===== config.mk =====
export PLATFORM = sky130hd
export DESIGN_NAME = seg_display_arbiter_flat
export DESIGN_NICKNAME = d
export VERILOG_FILES = /design/src/rtl/seg_display_arbiter_if.sv /design/src/rtl/seg_display_arbiter.sv /design/src/flat_wrapper.sv
export SDC_FILE = /design/constraint.sdc
export NUM_CORES = 1
export LEC_CHECK = 0
export CORE_ASPECT_RATIO = 1.5
export CORE_MARGIN = 4
export CORE_UTILIZATION = 55
export DETAILED_ROUTE_END_ITERATION = 8
export PLACE_DENSITY = 0.78
export SKIP_CTS_REPAIR_TIMING = 1
export SLEW_MARGIN = 15
export SYNTH_ARGS = -nofsm -noshare
export SYNTH_HDL_FRONTEND = slang
export SYNTH_SLANG_ARGS = --single-unit

===== constraint.sdc =====
create_clock -name clk_in -period 7.74 [get_ports clk_in]
set_clock_uncertainty 0.15 [all_clocks]
set_input_delay 1.548 -clock clk_in [delete_from_list [all_inputs] [get_ports clk_in]]
set_output_delay 1.548 -clock clk_in [all_outputs]
set_load 0.005 [all_outputs]

===== src/rtl/seg_display_arbiter_if.sv =====
// rtl/seg_display_arbiter_if.sv - request/value inputs and display outputs of the display arbiter
interface seg_display_arbiter_if #(
  parameter int N_REQ = 3
);
  logic [N_REQ-1:0]    req_in;
  logic [14*N_REQ-1:0] val_in;
  logic [N_REQ-1:0]    grant_out;
  logic [15:0]         bcd_out;
  logic                bcd_valid;
  logic                busy_out;

  // Value sources drive requests and observe the display state
  modport master (
    output req_in, val_in,
    input  grant_out, bcd_out, bcd_valid, busy_out
  );

  // The arbiter consumes requests and owns the display outputs
  modport slave (
    input  req_in, val_in,
    output grant_out, bcd_out, bcd_valid, busy_out
  );
endinterface


===== src/rtl/seg_display_arbiter.sv =====
// rtl/seg_display_arbiter.sv - round-robin display sharing with iterative binary-to-BCD conversion
module seg_display_arbiter #(
  parameter int N_REQ       = 3,
  parameter int HOLD_CYCLES = 50_000_000
) (
  input  logic                 clk_in,
  input  logic                 rst_in,
  seg_display_arbiter_if.slave bus
);

  localparam int              IDX_W     = $clog2(N_REQ);
  localparam int              HC_W      = (HOLD_CYCLES > 1) ? $clog2(HOLD_CYCLES) : 1;
  localparam logic [HC_W-1:0] HOLD_LOAD = HC_W'(HOLD_CYCLES - 1);
  localparam logic [13:0]     BCD_MAX   = 14'd9999;
  localparam logic [3:0]      LAST_ITER = 4'd13;

  typedef enum logic [1:0] {
    S_IDLE    = 2'd0,
    S_CONVERT = 2'd1,
    S_HOLD    = 2'd2
  } state_t;

  state_t state_q, state_d;

  logic [N_REQ-1:0] grant_q,     grant_d;
  logic [15:0]      bcd_out_q,   bcd_out_d;
  logic             bcd_valid_q, bcd_valid_d;
  logic             busy_q,      busy_d;
  logic [IDX_W-1:0] ptr_q,       ptr_d;
  logic [IDX_W-1:0] own_idx_q,   own_idx_d;
  logic [13:0]      latched_q,   latched_d;
  logic [13:0]      bin_q,       bin_d;
  logic [15:0]      acc_q,       acc_d;
  logic [3:0]       iter_q,      iter_d;
  logic [HC_W-1:0]  hold_q,      hold_d;

  // Values above four decimal digits are clamped so the display never overflows
  function automatic logic [13:0] sat14(input logic [13:0] v);
    return (v > BCD_MAX) ? BCD_MAX : v;
  endfunction

  // Round-robin search: first asserted request starting at the pointer, wrapping
  logic             win_found;
  logic [IDX_W-1:0] win_idx;
  logic [IDX_W-1:0] cand;
  always_comb begin
    win_found = 1'b0;
    win_idx   = '0;
    cand      = '0;
    for (int k = 0; k < N_REQ; k++) begin
      if (int'(ptr_q) + k >= N_REQ) begin
        cand = IDX_W'(int'(ptr_q) + k - N_REQ);
      end else begin
        cand = IDX_W'(int'(ptr_q) + k);
      end
      if (!win_found && bus.req_in[cand]) begin
        win_found = 1'b1;
        win_idx   = cand;
      end
    end
  end

  // Select the candidate winner's value and the current owner's request/value
  logic [13:0] win_val;
  logic [13:0] own_val;
  logic        own_req;
  always_comb begin
    win_val = '0;
    own_val = '0;
    own_req = 1'b0;
    for (int i = 0; i < N_REQ; i++) begin
      if (win_idx == IDX_W'(i)) begin
        win_val = bus.val_in[14*i +: 14];
      end
      if (own_idx_q == IDX_W'(i)) begin
        own_val = bus.val_in[14*i +: 14];
        own_req = bus.req_in[i];
      end
    end
  end

  logic [13:0] own_sat;
  logic        own_changed;
  assign own_sat     = sat14(own_val);
  assign own_changed = (own_sat != latched_q);

  // One double-dabble iteration: correct nibbles >= 5, then shift {bcd,bin} left
  logic [15:0] adj;
  logic [29:0] shifted;
  logic [15:0] bcd_step;
  logic [13:0] bin_step;
  always_comb begin
    adj = acc_q;
    for (int n = 0; n < 4; n++) begin
      if (adj[4*n +: 4] >= 4'd5) begin
        adj[4*n +: 4] = adj[4*n +: 4] + 4'd3;
      end
    end
    shifted  = {adj, bin_q} << 1;
    bcd_step = shifted[29:14];
    bin_step = shifted[13:0];
  end

  // State register
  always_ff @(posedge clk_in) begin
    if (rst_in) begin
      state_q <= S_IDLE;
    end else begin
      state_q <= state_d;
    end
  end

  // Next-state: grant from IDLE, 14 iterations in CONVERT, release or reconvert from HOLD
  always_comb begin
    state_d = state_q;
    case (state_q)
      S_IDLE: begin
        if (win_found) state_d = S_CONVERT;
      end
      S_CONVERT: begin
        if (iter_q == LAST_ITER) state_d = S_HOLD;
      end
      S_HOLD: begin
        if (!own_req) begin
          state_d = S_IDLE;
        end else if (own_changed) begin
          state_d = S_CONVERT;
        end else if (hold_q == '0) begin
          state_d = S_IDLE;
        end
      end
      default: state_d = S_IDLE;
    endcase
  end

  // Output and datapath next values for each state
  always_comb begin
    grant_d     = grant_q;
    bcd_out_d   = bcd_out_q;
    bcd_valid_d = 1'b0;
    busy_d      = 1'b0;
    ptr_d       = ptr_q;
    own_idx_d   = own_idx_q;
    latched_d   = latched_q;
    bin_d       = bin_q;
    acc_d       = acc_q;
    iter_d      = iter_q;
    hold_d      = hold_q;
    case (state_q)
      S_IDLE: begin
        grant_d = '0;
        if (win_found) begin
          grant_d   = N_REQ'(1) << win_idx;
          own_idx_d = win_idx;
          latched_d = sat14(win_val);
          bin_d     = sat14(win_val);
          acc_d     = '0;
          iter_d    = '0;
          busy_d    = 1'b1;
          ptr_d     = (win_idx == IDX_W'(N_REQ - 1)) ? '0 : win_idx + IDX_W'(1);
        end
      end
      S_CONVERT: begin
        bin_d  = bin_step;
        acc_d  = bcd_step;
        iter_d = iter_q + 4'd1;
        busy_d = 1'b1;
        if (iter_q == LAST_ITER) begin
          bcd_out_d   = bcd_step;
          bcd_valid_d = 1'b1;
          hold_d      = HOLD_LOAD;
          busy_d      = 1'b0;
        end
      end
      S_HOLD: begin
        if (!own_req) begin
          grant_d = '0;
        end else if (own_changed) begin
          latched_d = own_sat;
          bin_d     = own_sat;
          acc_d     = '0;
          iter_d    = '0;
          busy_d    = 1'b1;
        end else if (hold_q == '0) begin
          grant_d = '0;
        end else begin
          hold_d = hold_q - HC_W'(1);
        end
      end
      default: begin
        grant_d = '0;
      end
    endcase
  end

  // Output and datapath registers; reset aborts any conversion and blanks the display
  always_ff @(posedge clk_in) begin
    if (rst_in) begin
      grant_q     <= '0;
      bcd_out_q   <= '0;
      bcd_valid_q <= 1'b0;
      busy_q      <= 1'b0;
      ptr_q       <= '0;
      own_idx_q   <= '0;
      latched_q   <= '0;
      bin_q       <= '0;
      acc_q       <= '0;
      iter_q      <= '0;
      hold_q      <= '0;
    end else begin
      grant_q     <= grant_d;
      bcd_out_q   <= bcd_out_d;
      bcd_valid_q <= bcd_valid_d;
      busy_q      <= busy_d;
      ptr_q       <= ptr_d;
      own_idx_q   <= own_idx_d;
      latched_q   <= latched_d;
      bin_q       <= bin_d;
      acc_q       <= acc_d;
      iter_q      <= iter_d;
      hold_q      <= hold_d;
    end
  end

  assign bus.grant_out = grant_q;
  assign bus.bcd_out   = bcd_out_q;
  assign bus.bcd_valid = bcd_valid_q;
  assign bus.busy_out  = busy_q;

endmodule


===== src/flat_wrapper.sv =====
// flat-port wrapper written by rule: the top's interface ports become plain ports
module seg_display_arbiter_flat 
#(
  parameter int N_REQ       = 3,
  parameter int HOLD_CYCLES = 50_000_000
)
  (clk_in, rst_in, bus_req_in, bus_val_in, bus_grant_out, bus_bcd_out, bus_bcd_valid, bus_busy_out);
  seg_display_arbiter_if #(.N_REQ(N_REQ)) bus_i ();
  input  logic clk_in;
  input  logic rst_in;
  input wire logic [$bits(bus_i.req_in)-1:0] bus_req_in;
  input wire logic [$bits(bus_i.val_in)-1:0] bus_val_in;
  output wire logic [$bits(bus_i.grant_out)-1:0] bus_grant_out;
  output wire logic [$bits(bus_i.bcd_out)-1:0] bus_bcd_out;
  output wire logic [$bits(bus_i.bcd_valid)-1:0] bus_bcd_valid;
  output wire logic [$bits(bus_i.busy_out)-1:0] bus_busy_out;
  assign bus_i.req_in = bus_req_in;
  assign bus_i.val_in = bus_val_in;
  assign bus_grant_out = bus_i.grant_out;
  assign bus_bcd_out = bus_i.bcd_out;
  assign bus_bcd_valid = bus_i.bcd_valid;
  assign bus_busy_out = bus_i.busy_out;
  seg_display_arbiter #(.N_REQ(N_REQ), .HOLD_CYCLES(HOLD_CYCLES)) u_core (.clk_in(clk_in), .rst_in(rst_in), .bus(bus_i));
endmodule

==> results of run 1 <==
cells by family after synthesis:
logic type	count (synthesis)
compound gates	307
simple gates	270
flops	101
buf+inv	99
mux	28
fa+ha+maj	19
xor+xnor	14
synth_stat cells, types with 5 or more instances:
cell type	count	area share, %
nand2b_1	10	0.94
ha_1	19	3.6
inv_1	39	2.2
nor3_1	19	1.4
o311ai_0	6	0.79
nor4_1	11	1.0
and3_1	6	0.56
or4_1	12	1.3
a31oi_1	18	1.7
and4_1	5	0.66
buf_6	5	0.84
xnor2_1	13	1.7
nor2_1	44	2.5
o211ai_1	21	2.4
nor3b_1	10	1.1
nand2_1	68	3.8
and2_1	5	0.47
a2bb2oi_1	5	0.66
nand3b_1	5	0.56
a21o_1	5	0.56
a311oi_1	6	0.79
buf_2	10	0.75
or3_1	8	0.75
dfxtp_1	101	30
a211oi_1	27	3.0
o21ai_0	54	4.0
nand3_1	26	1.9
clkbuf_1	36	2.0
a21oi_1	85	6.4
mux2i_1	26	3.9
nand4_1	21	2.0
o2bb2ai_1	8	1.0
per-stage QoR:
step	instances	power, mW
after global routing	1026	2.910
after detailed placement	1010	2.243
after floorplan	838	1.873
after CTS	1026	2.715
after global placement	1010	2.206
final	1026	2.738
power groups by stage:
stage | combinational (mW) | clock, mW | sequential, mW
after floorplan | 1.15 | 0 | 0.723
after global placement | 1.45 | 0 | 0.760
after detailed placement | 1.48 | 0 | 0.764
after CTS | 1.48 | 0.474 | 0.756
after global routing | 1.64 | 0.491 | 0.776
final | 1.51 | 0.469 | 0.761
state kept, by name (all words and copies together), names as in the netlist:
| name | cells |
|---|---|
| u_core.acc_q | 16 |
| u_core.bin_q | 14 |
| u_core.bus.bcd_out | 16 |
| u_core.bus.bcd_valid | 1 |
| u_core.bus.busy_out | 1 |
| u_core.bus.grant_out | 3 |
| u_core.hold_q | 26 |
| u_core.iter_q | 4 |
| u_core.latched_q | 14 |
| u_core.own_idx_q | 2 |
| u_core.ptr_q | 2 |
| u_core.state_q | 2 |
metal layers:
layer  vias up  share of wire (%)  GRT usage, %
met2       282                 51         49.21
met1      3143                 40         31.49
met3        49                5.0         2.395
met4         0                3.8         12.18
met5         -                  0             0
li1       3270                  -             -
worst register-to-register path: stages (launching register included):
cell and delay (ps):
dfxtp_1 910, nor2b_1 220, buf_4 240, a2bb2oi_2 170, or4_1 700, o21a_1 320
a32o_1 290, nand4_2 300, o41a_1 670, buf_4 400, nand2_1 130, a311o_1 390
area by class of cell:
cell class,count,area (um^2)
Inverter,40,150.1
Multi-Input combinational cell,638,4238
Sequential cell,101,2022
Timing Repair Buffer,78,748.2
Clock buffer,10,239.0
Tap cell,153,191.4
Fill cell,1063,4297
Clock inverter,6,70.07
path summary, 6_finish.rpt:
| path | end | slack [ps] | depth (start not counted) |
|---|---|---|---|
| setup / recovery | u_core.latched_q[6]$_SDFFE_PP0P_ | 1940 | 11 |
| hold / removal | u_core.bus.bcd_out[0]$_SDFFE_PP0P_ | 300 | 2 |
| setup reg to reg | u_core.iter_q[2]$_SDFFE_PP0P_ | 2750 | 11 |
| hold reg to reg | u_core.bus.bcd_out[0]$_SDFFE_PP0P_ | 300 | 2 |
==> flow_metrics.env, run 1 <==
export IMPL_drc=0
export IMPL_portBuffers=67
export IMPL_antenna_left=0
export IMPL_gp_congestion=0.9760
export IMPL_synthesis_area_um2=6685
export IMPL_path_clk_slew_ps=70
export IMPL_worst_setup_path_end_kind="flop"
export IMPL_grt_antenna_before_repair=0
export IMPL_hold_viol=0
export IMPL_hpwlAfterDp_mm=14.04
export IMPL_die_area_um2=14020
export IMPL_synthXorXnorAreaFrac_pct=1.834
export IMPL_crit_family="compound AO/OA/AOI/OAI gates"
export IMPL_synth_flop_cell="dfxtp_1"
export IMPL_fmax_ghz=0.1725
export IMPL_wl_mm=19.30
export IMPL_boundaryPins=68
export IMPL_cap_violations=0
export IMPL_place_area_um2=7350
export IMPL_synthMuxAreaShare_pct=4.230
export IMPL_rsz0062_at_grt="no"
export IMPL_yosysWarnings=0
export IMPL_p_comb_share_pct=55.1
export IMPL_cts_tree="yes"
export IMPL_die_h_um=143.0
export IMPL_core_area_um2=11960
export IMPL_p_int_mw=1.466
export IMPL_synth_compound_area_share_pct=31.46
export IMPL_dp_slack_ps=1736
export IMPL_synth_fa_ha_area_share_pct=3.556
export IMPL_cp_required_ps=7840
export IMPL_first_pass_iters=5
export IMPL_final_cell_mix="101 x dfxtp_1, 85 x a21oi_1, 68 x nand2_1"
export IMPL_cp_max_fo=16
export IMPL_power_frac_seq_pct=27.8
export IMPL_final_common_cell="dfxtp_1"
export IMPL_design_area_um2=7659
export IMPL_finalCritPeriodShare_pct=74.88
export IMPL_crit_start="bus_req_in[1]"
export IMPL_path_cells="clkdlybuf4s50_1 > inv_1 > o221ai_1 > a41oi_1 > nor2_1 > o311ai_0 > o21ai_0 > buf_4 > o211ai_1 > o22a_1 > a211oi_1"
export IMPL_hold_path_class="reg2reg"
export IMPL_synth_seq_area_share_pct=30.25
export IMPL_slowest_stage="nor2_1"
export IMPL_cts_buffers=9
export IMPL_synth_simple_gate_area_share_pct=22.14
export IMPL_setup_tns_ps=0
export IMPL_path_class="in2reg"
export IMPL_worstMarginPinSlew_ps=1161
export IMPL_cts_sinks=101
export IMPL_fin_nets=934
export IMPL_peakVddDrop_uv=328.9
export IMPL_syn_num_nets=904
export IMPL_finalSetupViolCount=0
export IMPL_syn_avg_cell_area_um2=7.978
export IMPL_initial_core_util_pct=55.92
export IMPL_syn_inst=838
export IMPL_cts_max_path_buffers=2
export IMPL_vias=6744
export IMPL_yosysUniqueCellTypes=83
export IMPL_clock_latency_ps=350
export IMPL_slew_headroom_pct=22.34
export IMPL_synth_edf_count=0
export IMPL_ys_ff_latch=101
export IMPL_gr_total_overflow=0
export IMPL_area_growth_pct=14.56
export IMPL_h_tree_depth=3
export IMPL_worst_setup_path_start_kind="input port"
export IMPL_avgViaCountPerCell=6.573
export IMPL_die_w_um=98.02
export IMPL_drv_slew=0
export IMPL_grt_pass1_vias=6545
export IMPL_track_usage_pct=26.83
export IMPL_hp_start="u_core.bus.bcd_out[0]$_SDFFE_PP0P_"
export IMPL_critPathArrivalTime_ps=5890
export IMPL_drive_gt1_share_pct=5.956
export IMPL_ctsRootBufferMaster="clkbuf_16"
export IMPL_status="complete, no violations"
export IMPL_setup_ws_ps=1944
export IMPL_netSwitchingFraction_pct=46.46
export IMPL_leakage_nw=2.722
export IMPL_regToRegStartpoint="u_core.own_idx_q[1]$_SDFFE_PP0P_"
export IMPL_fin_util_pct=64.06
export IMPL_synth_top_family_by_area="compound AO/OA/AOI/OAI gates"
export IMPL_n_antenna_cell=0
export IMPL_synthArstFlopShare_pct=0
export IMPL_drtIter0Drc=512
export IMPL_timing_final_crit_period_ps=5796
export IMPL_power_density_nw_per_um2=357.5
export IMPL_max_stage_delay_ps=950
export IMPL_pwr_share_clk_pct=17.1
export IMPL_power_switching_mw=1.272
export IMPL_drt_wirelength_per_cell_um=18.81
export IMPL_rows=49
export IMPL_path_buf_inv=3
export IMPL_grt_max_degree=55
export IMPL_holdWs_ps=304.1
export IMPL_grt_pass1_wl_mm=31.47
Power figures use the tool's default switching activity.
==> run 2, diff against run 1 <==
clock period = 5.6 ns   (was 7.74 ns; I/O delays follow)
==> run 2 against run 1 <==
Compared with the run above: first-iteration DRC count is 2.5% higher; sequential cell count did not move; via count is 1.6% higher; global-route usage grew 0.25 points; combinational power up 39%; non-clock buffer count is 5 higher; register-to-register slack lost 2000 ps; clock-buffer cell count is 1 higher; sequential power increased by 38%; critical path type unchanged; largest power group unchanged; highest routed layer unchanged.
==> flow_metrics.env, run 2 (same netlist as run 1, synthesis figures left out) <==
export IMPL_largest_register_ffs=26
export IMPL_gr_total_overflow=0
export IMPL_rsz0062_at_grt="no"
export IMPL_fin_util_pct=64.04
export IMPL_drc=0
export IMPL_cap_violations=0
export IMPL_rr_worst_depth=11
export IMPL_cts_buffers=9
export IMPL_cts_tree="yes"
export IMPL_power_switching_mw=1.748
export IMPL_portBuffers=67
export IMPL_wl_mm=19.36
export IMPL_holdWs_ps=303.2
export IMPL_fmax_ghz=0.2007
export IMPL_worst_setup_path_end_kind="flop"
export IMPL_final_cell_mix="101 x dfxtp_1, 85 x a21oi_1, 68 x nand2_1"
export IMPL_status="complete, no violations"
export IMPL_antenna_left=0
export IMPL_initial_core_util_pct=55.92
export IMPL_netSwitchingFraction_pct=46.90
export IMPL_design_area_um2=7656
export IMPL_boundaryPins=68
export IMPL_p_comb_share_pct=56.2
export IMPL_met1_length_mm=7.638
export IMPL_power_density_nw_per_um2=486.9
export IMPL_cts_sinks=101
export IMPL_rows=49
export IMPL_cp_max_fo=16
export IMPL_wl_met3_um=979
export IMPL_setup_ws_ps=617.0
export IMPL_gp_congestion=0.9387
export IMPL_n_antenna_cell=0
export IMPL_drv_slew=0
export IMPL_avgViaCountPerCell=6.644
export IMPL_hold_depth=2
export IMPL_grt_pass1_wl_mm=31.76
export IMPL_largest_register="u_core.hold_q"
export IMPL_dpl_cell_count=1015
export IMPL_slew_headroom_pct=30.90
export IMPL_drt_wirelength_per_cell_um=18.78
export IMPL_die_w_um=98.02
export IMPL_top_layer="met4"
export IMPL_grt_pass1_vias=6646
export IMPL_clock_latency_ps=340
export IMPL_track_usage_pct=27.08
export IMPL_cts_max_path_buffers=2
export IMPL_cp_required_ps=5690
export IMPL_drive_gt1_share_pct=6.264
export IMPL_area_growth_pct=14.52
export IMPL_hold_path_class="reg2reg"
export IMPL_place_area_um2=7387
export IMPL_final_common_cell="dfxtp_1"
export IMPL_wl_met2_mm=10.23
export IMPL_grt_antenna_before_repair=0
export IMPL_setup_tns_ps=0
export IMPL_path_clk_slew_ps=70
export IMPL_worst_setup_path_start_kind="input port"
export IMPL_pwr_share_clk_pct=15.6
export IMPL_core_area_um2=11960
export IMPL_p_int_mw=1.980
export IMPL_stdcell_count=1031
export IMPL_h_tree_depth=3
export IMPL_power_mw=3.728
export IMPL_critPathArrivalTime_ps=5070
export IMPL_die_area_um2=14020
export IMPL_drtIter0Drc=525
export IMPL_finalCritPeriodShare_pct=88.98
export IMPL_leakage_nw=2.714
export IMPL_timing_final_crit_period_ps=4983
export IMPL_hpwlAfterDp_mm=14.29
export IMPL_hold_viol=0
export IMPL_first_pass_iters=5
export IMPL_power_frac_seq_pct=28.1
export IMPL_finalSetupViolCount=0
export IMPL_vias=6850
export IMPL_ctsRootBufferMaster="clkbuf_16"
export IMPL_path_class="in2reg"
export IMPL_dp_slack_ps=347.8
export IMPL_fin_nets=939
export IMPL_peakVddDrop_uv=314.7
export IMPL_worstMarginPinSlew_ps=1035
export IMPL_die_h_um=143.0
export IMPL_grt_max_degree=91
run 2: changes by cell type in the layout (fill, tap and decap cells not counted), sizes merged:
cell | previous run | this run
buf | 12 | 17
clkinv | 4 | 2
inv | 41 | 40
clkinvlp | 0 | 3
bufinv | 1 | 0
clkbuf | 10 | 11
run 2: area by class of cell:
cell class                 instances  area, um^2
tap                              153       191.4
sequential                       101        2022
clock inverter                     5       36.28
clock buffer                      11       232.7
timing repair buffer              83       785.8
inverter                          40       150.1
multi-input combinational        638        4238
fill                            1048        4299
run 2: layer usage:
metal  track usage, %  vias up
met5                0        -
met4            11.45        0
li1                 -     3276
met3            3.275       41
met2            50.90      258
met1            30.56     3275
run 2: worst paths after layout:
path | from | to | slack, ps
max | bus_req_in[1] | u_core.latched_q[3]$_SDFFE_PP0P_ | 620
min | u_core.bus.bcd_out[10]$_SDFFE_PP0P_ | u_core.bus.bcd_out[10]$_SDFFE_PP0P_ | 300
max reg2reg | u_core.own_idx_q[0]$_SDFFE_PP0P_ | u_core.bin_q[5]$_SDFFE_PP0P_ | 780
min reg2reg | u_core.bus.bcd_out[10]$_SDFFE_PP0P_ | u_core.bus.bcd_out[10]$_SDFFE_PP0P_ | 300
run 2: worst max-delay path, cell delays in order:
cell             delay, ps
clkdlybuf4s50_1        780
inv_1                  200
o221ai_1               310
a41oi_1                250
nor2_1                 830
o311ai_0               400
nor4_1                 460
o211ai_1               250
o211a_1                280
a32o_1                 190
run 2: power groups by stage:
stage	sequential [mW]	combinational (mW)	clock (mW)
finish	1.05	2.10	0.583
global route	1.07	2.29	0.614
CTS	1.04	2.07	0.586
detailed placement	1.06	2.06	0
global placement	1.05	2.01	0
floorplan	0.999	1.59	0
